<file path="config.mk">
export PLATFORM = sky130hd
export DESIGN_NAME = spi_read_job_sequencer
export DESIGN_NICKNAME = d
export VERILOG_FILES = /design/src/rtl/spi_seq_pkg.sv /design/src/rtl/spi_seq_timer.sv /design/src/rtl/spi_read_job_sequencer.sv
export SDC_FILE = /design/constraint.sdc
export NUM_CORES = 1
export LEC_CHECK = 0
export ABC_AREA = 1
export CAP_MARGIN = 20
export CORE_AREA = 4 4 186 98
export DETAILED_ROUTE_END_ITERATION = 10
export DIE_AREA = 0 0 190 102
export GPL_ROUTABILITY_DRIVEN = 0
export PLACE_DENSITY = 0.86
export REMOVE_ABC_BUFFERS = 1
export SLEW_MARGIN = 20
export SYNTH_ARGS = -nofsm -noshare
export SYNTH_HDL_FRONTEND = slang
export SYNTH_SLANG_ARGS = --single-unit
</file>
<file path="constraint.sdc">
create_clock -name system_clk -period 6.5 [get_ports system_clk]
set_clock_uncertainty 0.2 [all_clocks]
set_input_delay 0.65 -clock system_clk [delete_from_list [all_inputs] [get_ports system_clk]]
set_output_delay 0.65 -clock system_clk [all_outputs]
set_load 0.01 [all_outputs]
</file>
<file path="src/rtl/spi_seq_pkg.sv">
// Shared types and helpers for the SPI read job sequencer.
package spi_seq_pkg;

    localparam int MODE_W  = 3;
    localparam int RETRY_W = 3;

    typedef enum logic [2:0] {
        ST_IDLE   = 3'd0,
        ST_SELECT = 3'd1,
        ST_SETTLE = 3'd2,
        ST_LAUNCH = 3'd3,
        ST_WAIT   = 3'd4,
        ST_NEXT   = 3'd5,
        ST_DONE   = 3'd6
    } seq_state_e;

    // Region index width: clog2 of the table size, never narrower than one bit.
    function automatic int region_idx_w(input int n);
        return (n > 2) ? $clog2(n) : 1;
    endfunction

endpackage

</file>
<file path="src/rtl/spi_seq_timer.sv">
// Loadable down-counter. expired_o is high during the last counted cycle, so a
// load of N on entry to a state gives a state that lasts exactly N cycles.
module spi_seq_timer #(
    parameter int W = 8
) (
    input  logic         clk_i,
    input  logic         rst_ni,
    input  logic         load_i,
    input  logic [W-1:0] load_val_i,
    output logic         expired_o
);

    logic [W-1:0] cnt_q, cnt_d;

    // Reload on request, otherwise count down and stick at zero.
    always_comb begin
        cnt_d = cnt_q;
        if (load_i) begin
            cnt_d = load_val_i;
        end else if (cnt_q != '0) begin
            cnt_d = cnt_q - 1'b1;
        end
    end

    // Counter register.
    always_ff @(posedge clk_i or negedge rst_ni) begin
        if (!rst_ni) begin
            cnt_q <= '0;
        end else begin
            cnt_q <= cnt_d;
        end
    end

    assign expired_o = (cnt_q == W'(1));

endmodule

</file>
<file path="src/rtl/spi_read_job_sequencer.sv">
// Walks a table of flash regions and runs one spi_flash_read job per enabled
// region, with a settle gap before every launch, a per-job timeout and a
// bounded number of retries. Failed regions are reported in fail_map.
//
//  state  | meaning
//  IDLE   | after reset, waiting for run_req, mux parked
//  SELECT | sample region idx: skip, reject bad range, or latch job
//  SETTLE | start flag low for SETTLE_CYCLES before a launch/retry
//  LAUNCH | start flag high, waiting for engine to drop read_finish
//  WAIT   | start flag high, waiting for read_finish to rise
//  NEXT   | advance idx or finish the pass
//  DONE   | pass complete, status held until next run_req
module spi_read_job_sequencer
    import spi_seq_pkg::*;
#(
    parameter int NUM_REGIONS    = 4,
    parameter int ADDR_W         = 32,
    parameter int SETTLE_CYCLES  = 10,
    parameter int TIMEOUT_CYCLES = 2**20,
    parameter int MAX_RETRY      = 2
) (
    input  logic                                    system_clk,
    input  logic                                    system_reset_n,
    input  logic                                    run_req,
    input  logic [NUM_REGIONS-1:0]                  region_en,
    input  logic [NUM_REGIONS*ADDR_W-1:0]           region_start_addr,
    input  logic [NUM_REGIONS*ADDR_W-1:0]           region_end_addr,
    input  logic [NUM_REGIONS*MODE_W-1:0]           region_mode,
    input  logic [NUM_REGIONS-1:0]                  region_switch_die,
    input  logic [NUM_REGIONS-1:0]                  region_flash_bmc,
    input  logic                                    eng_read_finish,
    output logic                                    eng_start_flag,
    output logic                                    eng_read_req,
    output logic [ADDR_W-1:0]                       eng_start_addr,
    output logic [ADDR_W-1:0]                       eng_end_addr,
    output logic [MODE_W-1:0]                       eng_mode,
    output logic                                    eng_switch_die_need,
    output logic                                    BMC_SEL,
    output logic                                    PCH_SEL,
    output logic                                    busy,
    output logic                                    completed,
    output logic                                    error,
    output logic [NUM_REGIONS-1:0]                  fail_map,
    output logic [region_idx_w(NUM_REGIONS)-1:0]    cur_region
);

    localparam int IDX_W   = region_idx_w(NUM_REGIONS);
    localparam int TMR_MAX = (TIMEOUT_CYCLES > SETTLE_CYCLES) ? TIMEOUT_CYCLES : SETTLE_CYCLES;
    localparam int TMR_W   = $clog2(TMR_MAX + 1);

    seq_state_e             state_q, state_d;
    logic [IDX_W-1:0]       idx_q, idx_d;
    logic [RETRY_W-1:0]     retry_q, retry_d;
    logic [NUM_REGIONS-1:0] fail_q, fail_d;
    logic [ADDR_W-1:0]      saddr_q, saddr_d, eaddr_q, eaddr_d;
    logic [MODE_W-1:0]      mode_q, mode_d;
    logic                   die_q, die_d;
    logic                   bmc_q, bmc_d, pch_q, pch_d;
    logic                   flag_q, flag_d;
    logic                   busy_q, busy_d, done_q, done_d, err_q, err_d;

    int unsigned            sel_i;
    logic [ADDR_W-1:0]      sel_start, sel_end;
    logic [MODE_W-1:0]      sel_mode;
    logic                   retry_left;
    logic                   tmr_load, tmr_expired;
    logic [TMR_W-1:0]       tmr_val;

    assign sel_i      = 32'(idx_q);
    assign sel_start  = region_start_addr[sel_i*ADDR_W +: ADDR_W];
    assign sel_end    = region_end_addr[sel_i*ADDR_W +: ADDR_W];
    assign sel_mode   = region_mode[sel_i*MODE_W +: MODE_W];
    assign retry_left = (retry_q < RETRY_W'(MAX_RETRY));

    // Next state, job latches, fail bookkeeping and registered status.
    always_comb begin
        state_d = state_q;
        idx_d   = idx_q;
        retry_d = retry_q;
        fail_d  = fail_q;
        saddr_d = saddr_q;
        eaddr_d = eaddr_q;
        mode_d  = mode_q;
        die_d   = die_q;
        bmc_d   = bmc_q;
        pch_d   = pch_q;

        unique case (state_q)
            ST_IDLE, ST_DONE: begin
                if (state_q == ST_DONE) begin
                    bmc_d = 1'b1;
                    pch_d = 1'b1;
                end
                if (run_req) begin
                    state_d = ST_SELECT;
                    idx_d   = '0;
                    fail_d  = '0;
                end
            end
            ST_SELECT: begin
                if (!region_en[idx_q]) begin
                    state_d = ST_NEXT;
                end else if (sel_end < sel_start) begin
                    fail_d[idx_q] = 1'b1;
                    state_d       = ST_NEXT;
                end else begin
                    saddr_d = sel_start;
                    eaddr_d = sel_end;
                    mode_d  = sel_mode;
                    die_d   = region_switch_die[idx_q];
                    bmc_d   = region_flash_bmc[idx_q];
                    pch_d   = ~region_flash_bmc[idx_q];
                    retry_d = '0;
                    state_d = ST_SETTLE;
                end
            end
            ST_SETTLE: begin
                if (tmr_expired) begin
                    state_d = ST_LAUNCH;
                end
            end
            ST_LAUNCH, ST_WAIT: begin
                // A finish seen on the expiry cycle still counts as success.
                if (state_q == ST_WAIT && eng_read_finish) begin
                    state_d = ST_NEXT;
                end else if (tmr_expired) begin
                    if (retry_left) begin
                        retry_d = retry_q + 1'b1;
                        state_d = ST_SETTLE;
                    end else begin
                        fail_d[idx_q] = 1'b1;
                        state_d       = ST_NEXT;
                    end
                end else if (state_q == ST_LAUNCH && !eng_read_finish) begin
                    state_d = ST_WAIT;
                end
            end
            ST_NEXT: begin
                if (idx_q == IDX_W'(NUM_REGIONS - 1)) begin
                    state_d = ST_DONE;
                end else begin
                    idx_d   = idx_q + 1'b1;
                    state_d = ST_SELECT;
                end
            end
            default: begin
                state_d = ST_IDLE;
            end
        endcase

        flag_d = (state_d == ST_LAUNCH) || (state_d == ST_WAIT);
        busy_d = (state_q != ST_IDLE) && (state_q != ST_DONE);
        done_d = (state_q == ST_DONE) && (state_d == ST_DONE);
        err_d  = done_d && (|fail_q);
    end

    // Timer is reloaded on entry to SETTLE (gap) and LAUNCH (timeout window).
    always_comb begin
        tmr_load = ((state_d == ST_SETTLE) && (state_q != ST_SETTLE)) ||
                   ((state_d == ST_LAUNCH) && (state_q != ST_LAUNCH));
        tmr_val  = (state_d == ST_LAUNCH) ? TMR_W'(TIMEOUT_CYCLES) : TMR_W'(SETTLE_CYCLES);
    end

    spi_seq_timer #(
        .W (TMR_W)
    ) u_timer (
        .clk_i      (system_clk),
        .rst_ni     (system_reset_n),
        .load_i     (tmr_load),
        .load_val_i (tmr_val),
        .expired_o  (tmr_expired)
    );

    // State and output registers; reset parks the flash mux on both sides.
    always_ff @(posedge system_clk or negedge system_reset_n) begin
        if (!system_reset_n) begin
            state_q <= ST_IDLE;
            idx_q   <= '0;
            retry_q <= '0;
            fail_q  <= '0;
            saddr_q <= '0;
            eaddr_q <= '0;
            mode_q  <= '0;
            die_q   <= 1'b0;
            bmc_q   <= 1'b1;
            pch_q   <= 1'b1;
            flag_q  <= 1'b0;
            busy_q  <= 1'b0;
            done_q  <= 1'b0;
            err_q   <= 1'b0;
        end else begin
            state_q <= state_d;
            idx_q   <= idx_d;
            retry_q <= retry_d;
            fail_q  <= fail_d;
            saddr_q <= saddr_d;
            eaddr_q <= eaddr_d;
            mode_q  <= mode_d;
            die_q   <= die_d;
            bmc_q   <= bmc_d;
            pch_q   <= pch_d;
            flag_q  <= flag_d;
            busy_q  <= busy_d;
            done_q  <= done_d;
            err_q   <= err_d;
        end
    end

    assign eng_start_flag      = flag_q;
    assign eng_read_req        = flag_q;
    assign eng_start_addr      = saddr_q;
    assign eng_end_addr        = eaddr_q;
    assign eng_mode            = mode_q;
    assign eng_switch_die_need = die_q;
    assign BMC_SEL             = bmc_q;
    assign PCH_SEL             = pch_q;
    assign busy                = busy_q;
    assign completed           = done_q;
    assign error               = err_q;
    assign fail_map            = fail_q;
    assign cur_region          = idx_q;

endmodule
</file>
==> results.json, run 1 <==
{
  "clkLatencyLatePin_ns": 0.35,
  "syn_inst": 1000,
  "via_per_inst": 5.31,
  "tightest_slew_ns": 1.05,
  "overflow": 0,
  "synth_top_area_share_pct": 36.6,
  "startpoint_type": "flip-flop",
  "io_pins": 365,
  "via_count": 8282,
  "slew_headroom_pct": 30.0,
  "route.antenna.remaining_nets": 0,
  "synth_flop_cell": "dfrtp_1",
  "finalMaxSlewViolations": 0,
  "register_area_um2": 2680,
  "maxCapViolations": 0,
  "syn_to_final_growth_pct": 56.3,
  "cts_resized": 0,
  "hold_violations": 0,
  "yosysWarnings": 0,
  "post-place-ws_ns": 1.69,
  "grt_first_pass_wirelength_um": 42100,
  "postCtsSetupBuffers": 0,
  "powerDensity_nw_per_um2": 383,
  "htree_levels": 3,
  "synth_area_leaders": "dfrtp_1, nand2_1, o21ai_0",
  "combPwrFrac_pct": 60.1,
  "dpl.hpwl_um": 20600,
  "tns_ns": 0,
  "final_net_count": 1643,
  "cts_tree": "built",
  "sequentialPowerShare_pct": 26.6,
  "n_fill_cell": 1375,
  "synth-edff-count": 0,
  "clockPowerShare_pct": 13.3,
  "multi_input_area_um2": 4090,
  "cts_buffer_depth": 2,
  "critical_path_class": "reg -> reg",
  "fmax_mhz": 206,
  "reg2reg_depth": 15,
  "clk_pin_slew_ns": 0.08,
  "holdWs_ns": 0.00570,
  "die_h_um": 102,
  "grt_setup_unrepaired": "false",
  "r2r-start": "cur_region[0]$_DFFE_PN0P_",
  "avgSynthCellArea_um2": 7.18,
  "hold_buffers": 0,
  "routedWlPerCell_um": 17.2,
  "syn-cell-area_um2": 7180,
  "grt_pass1_vias": 7966,
  "drc": 0,
  "grt_max_degree": 111,
  "power_switching_w": 0.00193,
  "end_kind": "flip-flop",
  "die_w_um": 190,
  "critical_path_arrival_ns": 4.93,
  "outcome": "completed",
  "synth_common_cells": "nand2_1, o21ai_0, nor2_1, dfrtp_1, a21oi_1",
  "drive_gt1_share_pct": 2.71,
  "core_um2": 16800,
  "ys_seq_elements": 107,
  "placement_rows": 34,
  "wl_um": 26900,
  "min_period_over_period_pct": 74.5,
  "synth_top_area_cell": "dfrtp_1",
  "synth.distinct_cells": 35,
  "die-area_um2": 19400,
  "r2r_end": "eng_read_req$_DFF_PN0_",
  "synth.most_common_cell": "nand2_1",
  "async_reset_ff_share_pct": 100,
  "internal_power_w": 0.00238,
  "clock-sinks": 107,
  "port_buffers": 364,
  "grtUsageTotal_pct": 27.1,
  "initial_core_util_pct": 42.7,
  "cp_max_fo": 110,
  "r2r_setup_slack_ns": 1.66,
  "hp-class": "in -> async",
  "irDropWorstVdd_v": 0.000218,
  "setup_viol": 0,
  "post-route-min-period_ns": 4.84,
  "antenna_found_initial": 1,
  "ys_seq_area_share_pct": 37.3,
  "dr.pass1.iters": 5,
  "postLayoutSetupSlackWorst_ns": 1.66,
  "first_iter_violations": 449,
  "cts-root-buf": "clkbuf_16",
  "swShare_pct": 44.8,
  "critPathRequiredTime_ns": 6.58,
  "cts_made_buffers": 9,
  "leakage_nw": 5.03
}
registers in the layout, indices dropped and copies added (netlist names), 2 cells and up:
name            count
fail_map            4
cur_region          2
state_q             3
u_timer.cnt_q      21
eng_end_addr       32
retry_q             3
eng_start_addr     32
eng_mode            3
cells by family after synthesis:
kind of cell / count (synthesis) / synth area share, %
AOI/OAI and AO/OA: 252 / 20.9
xor gates and xnor gates: 20 / 2.44
adders and majority gates: 38 / 6.62
buffers and inverters: 100 / 5.91
DFF: 107 / 37.3
and+or+nand+nor: 483 / 26.8
per-layer routing:
metal / global-route usage (%) / routed length, µm
met1: 34.2 / 11300
met2: 45.0 / 12400
met3: 8.91 / 2490
met4: 7.89 / 614
met5: 0 / 0
critical path: stages, from the launching register on:
cell,delay (ns)
dfrtp_4,0.65
inv_4,0.78
buf_4,0.35
nand2_1,0.07
a32o_1,0.26
ha_1,0.34
nand4_1,0.16
a31oi_1,0.07
nor3_1,0.21
o21a_1,0.16
nand2_1,0.10
nand3_4,0.08
buf_4,0.80
nand2_2,0.15
nand3b_1,0.23
nand2_1,0.06
cell usage in the layout, fill, tap and decap left out, drive strengths merged:
cell type / synthesis / layout
o21ai: 120 / 120
buf: 25 / 9
ha: 38 / 38
nand3: 19 / 19
o31ai: 1 / 1
a211oi: 2 / 2
clkinv: 0 / 4
nand4: 11 / 11
a21oi: 55 / 55
o22ai: 33 / 33
nor3: 20 / 20
dfrtp: 105 / 105
a32o: 36 / 36
nand2: 316 / 316
bufinv: 0 / 1
clkdlybuf4s50: 0 / 363
nor4: 2 / 2
inv: 38 / 39
xnor2: 7 / 7
nor2: 111 / 111
nand3b: 1 / 1
or2: 2 / 2
diode: 0 / 1
o21a: 3 / 3
a221oi: 1 / 1
nor3b: 1 / 1
dfstp: 2 / 2
xor2: 13 / 13
clkbuf: 37 / 10
a31oi: 1 / 1
power by group through the flow:
stage | clock (W) | sequential, W | combinational (W)
final | 0.000571 | 0.00115 | 0.00259
after floorplan | 0 | 0.00125 | 0.00132
after global placement | 0 | 0.00115 | 0.00250
after detailed placement | 0 | 0.00115 | 0.00257
after CTS | 0.000585 | 0.00115 | 0.00259
after global routing | 0.000614 | 0.00119 | 0.00290
worst max path at each step:
stage	start	endpoint	slack [ns]	depth (start not counted)
final	cur_region[0]$_DFFE_PN0P_	eng_read_req$_DFF_PN0_	1.66	15
after global routing	cur_region[0]$_DFFE_PN0P_	u_timer.cnt_q[7]$_DFFE_PN0P_	1.26	14
after CTS	cur_region[0]$_DFFE_PN0P_	eng_read_req$_DFF_PN0_	1.67	15
after detailed placement	cur_region[0]$_DFFE_PN0P_	eng_read_req$_DFF_PN0_	1.69	15
after global placement	cur_region[0]$_DFFE_PN0P_	eng_end_addr[11]$_DFFE_PN0P_	1.71	14
after floorplan	cur_region[0]$_DFFE_PN0P_	eng_end_addr[10]$_DFFE_PN0P_	-1.23	15
through the flow:
stage          area [µm²]  util, %  power, W  cells
6_report            11200     66.8   0.00430   1561
4_1_cts             11200     66.8   0.00432   1560
3_5_place_dp        10900     64.9   0.00373   1544
5_1_grt             11200     66.8   0.00470   1561
2_1_floorplan        6900        -   0.00257    938
3_3_place_gp        10900     64.9   0.00365   1544
layout make-up:
class / instances / area share, %
multi-input combinational: 793 / 36.4
timing repair buffer: 372 / 33.0
sequential: 107 / 23.9
tap: 234 / 2.61
clock buffer: 10 / 2.04
inverter: 38 / 1.30
clock inverter: 6 / 0.747
antenna: 1 / 0.0223
Power figures use the tool's default switching activity.
==> run 2: changes to the inputs <==
--- a/config.mk
+++ b/config.mk
@@ -7,11 +7,11 @@
 export LEC_CHECK = 0
 export ABC_AREA = 1
 export CAP_MARGIN = 20
-export CORE_AREA = 4 4 186 98
+export CORE_AREA = 4 4 193 101
 export DETAILED_ROUTE_END_ITERATION = 10
-export DIE_AREA = 0 0 190 102
+export DIE_AREA = 0 0 197 105
 export GPL_ROUTABILITY_DRIVEN = 0
-export PLACE_DENSITY = 0.86
+export PLACE_DENSITY = 0.81
 export REMOVE_ABC_BUFFERS = 1
 export SLEW_MARGIN = 20
 export SYNTH_ARGS = -nofsm -noshare
==> constraint.sdc (replaced) <==
create_clock -name system_clk -period 4.83 [get_ports system_clk]
set_clock_uncertainty 0.2 [all_clocks]
set_input_delay 0.483 -clock system_clk [delete_from_list [all_inputs] [get_ports system_clk]]
set_output_delay 0.483 -clock system_clk [all_outputs]
set_load 0.01 [all_outputs]
==> results.json, run 2 (same netlist as run 1, synthesis figures left out) <==
{
  "final_core_util_pct": 62.8,
  "tightest_slew_ns": 0.944,
  "route.antenna.remaining_nets": 0,
  "post-route-min-period_ns": 4.09,
  "register_area_um2": 2680,
  "hold_buffers": 0,
  "antenna_found_initial": 1,
  "core_um2": 18000,
  "final_net_count": 1647,
  "leakage_nw": 5.05,
  "overflow": 0,
  "via_count": 8233,
  "htree_levels": 3,
  "final_cell_mix": "clkdlybuf4s50_1, nand2_1, o21ai_0",
  "initial_core_util_pct": 40.0,
  "layout_commonest_cell": "clkdlybuf4s50_1",
  "power_w": 0.00578,
  "cts_buffer_depth": 2,
  "dpl.hpwl_um": 21400,
  "cts_made_buffers": 9,
  "first_iter_violations": 427,
  "dr.pass1.iters": 5,
  "grt_setup_unrepaired": "false",
  "routedWlPerCell_um": 17.7,
  "hold_violations": 0,
  "setup_viol": 0,
  "port_buffers": 364,
  "powerDensity_nw_per_um2": 512,
  "grt_first_pass_wirelength_um": 42900,
  "clkLatencyLatePin_ns": 0.35,
  "cts_tree": "built",
  "io_pins": 365,
  "cts-root-buf": "clkbuf_16",
  "critical_path_class": "reg -> reg",
  "min_period_over_period_pct": 84.6,
  "startpoint_type": "flip-flop",
  "outcome": "completed",
  "finalMaxSlewViolations": 0,
  "grt_max_degree": 144,
  "via_per_inst": 5.24,
  "die-area_um2": 20700,
  "n_fill_cell": 1575,
  "end_kind": "flip-flop",
  "cp_max_fo": 143,
  "syn_to_final_growth_pct": 57.0,
  "critPathRequiredTime_ns": 4.93,
  "critical_path_arrival_ns": 4.18,
  "maxCapViolations": 0,
  "die_h_um": 105,
  "multi_input_area_um2": 4090,
  "drc": 0,
  "hp-class": "in -> async",
  "placement_rows": 35,
  "wl_um": 27800,
  "clk_pin_slew_ns": 0.08,
  "grtUsageTotal_pct": 25.6,
  "irDropWorstVdd_v": 0.000244,
  "clock-sinks": 107,
  "cts_resized": 0,
  "postCtsSetupBuffers": 0,
  "die_w_um": 197,
  "slew_headroom_pct": 37.1,
  "grt_pass1_vias": 8020,
  "drive_gt1_share_pct": 2.93,
  "fmax_mhz": 245
}
[run 2: changes by cell type in the layout (fill, tap and decap cells not counted)]
cell | before | now
inv_6 | 1 | 2
buf_6 | 1 | 0
bufinv_16 | 1 | 0
inv_2 | 1 | 0
clkinv_8 | 1 | 0
clkbuf_8 | 0 | 1
buf_12 | 0 | 3
inv_1 | 35 | 36
buf_4 | 8 | 10
[run 2: worst paths after layout]
path / from / to / slack [ns] / cells after the start
max: cur_region[0]$_DFFE_PN0P_ / BMC_SEL$_DFFE_PN1P_ / 0.74 / 17
min: system_reset_n / eng_end_addr[22]$_DFFE_PN0P_ / 0.07 / 1
max reg2reg: cur_region[0]$_DFFE_PN0P_ / BMC_SEL$_DFFE_PN1P_ / 0.74 / 17
min reg2reg: eng_end_addr[9]$_DFFE_PN0P_ / eng_end_addr[9]$_DFFE_PN0P_ / 0.28 / 2
max in group asynchronous: system_reset_n / eng_end_addr[15]$_DFFE_PN0P_ / 3.28 / 2
min in group system_clk: eng_end_addr[9]$_DFFE_PN0P_ / eng_end_addr[9]$_DFFE_PN0P_ / 0.28 / 2
[run 2: power by group]
group	switching [W]	internal, W	leakage (nW)	total, W
Sequential	0.000258	0.00127	1.37	0.00153
Combinational	0.00198	0.00153	3.54	0.00351
Clock	0.000356	0.000375	0.143	0.000730
[run 2: metal layers]
metal	vias to the layer above	wire length [µm]	part of all wire, %	global-route usage, %
li1	4038	-	-	-
met1	3860	12000	43	34.2
met2	303	12900	46	41.4
met3	32	2360	8.5	7.18
met4	0	571	2.1	6.33
met5	-	0	0	0
[run 2: critical path, cell delays in order, from the launching register on]
cell and delay, ns:
dfrtp_4 0.44, buf_12 0.33, o21ai_0 0.22, o22ai_1 0.26, ha_1 0.29, a21oi_1 0.17
nor2_1 0.06, a211oi_1 0.19, nand2_1 0.12, nand2_1 0.07, nand2_1 0.13, nand2_1 0.12
nand2_1 0.12, nand3_4 0.10, buf_4 0.52, nand2_2 0.16, nand3_1 0.11, o21a_1 0.12
[run 2: layout make-up]
type / count / share of cell area, %
diodes: 1 / 0.0222
clock buffers: 11 / 2.15
clock inverters: 5 / 0.411
inverters: 38 / 1.30
multi-input cells: 793 / 36.2
flip-flops and latches: 107 / 23.8
well taps: 240 / 2.66
repair buffers: 376 / 33.4
[run 2: stage by stage]
step,hold WS [ns],setup slack (ns),TNS (ns),area [µm²],std cells
after CTS,0.111,0.818,0,11300,1570
after floorplan,-0.0126,-2.90,-226.02,6900,938
final,0.0716,0.743,0,11300,1571
after global placement,0.263,0.877,0,11000,1554
after global routing,0.152,0.399,0,11300,1571
after detailed placement,0.264,0.825,0,11000,1554
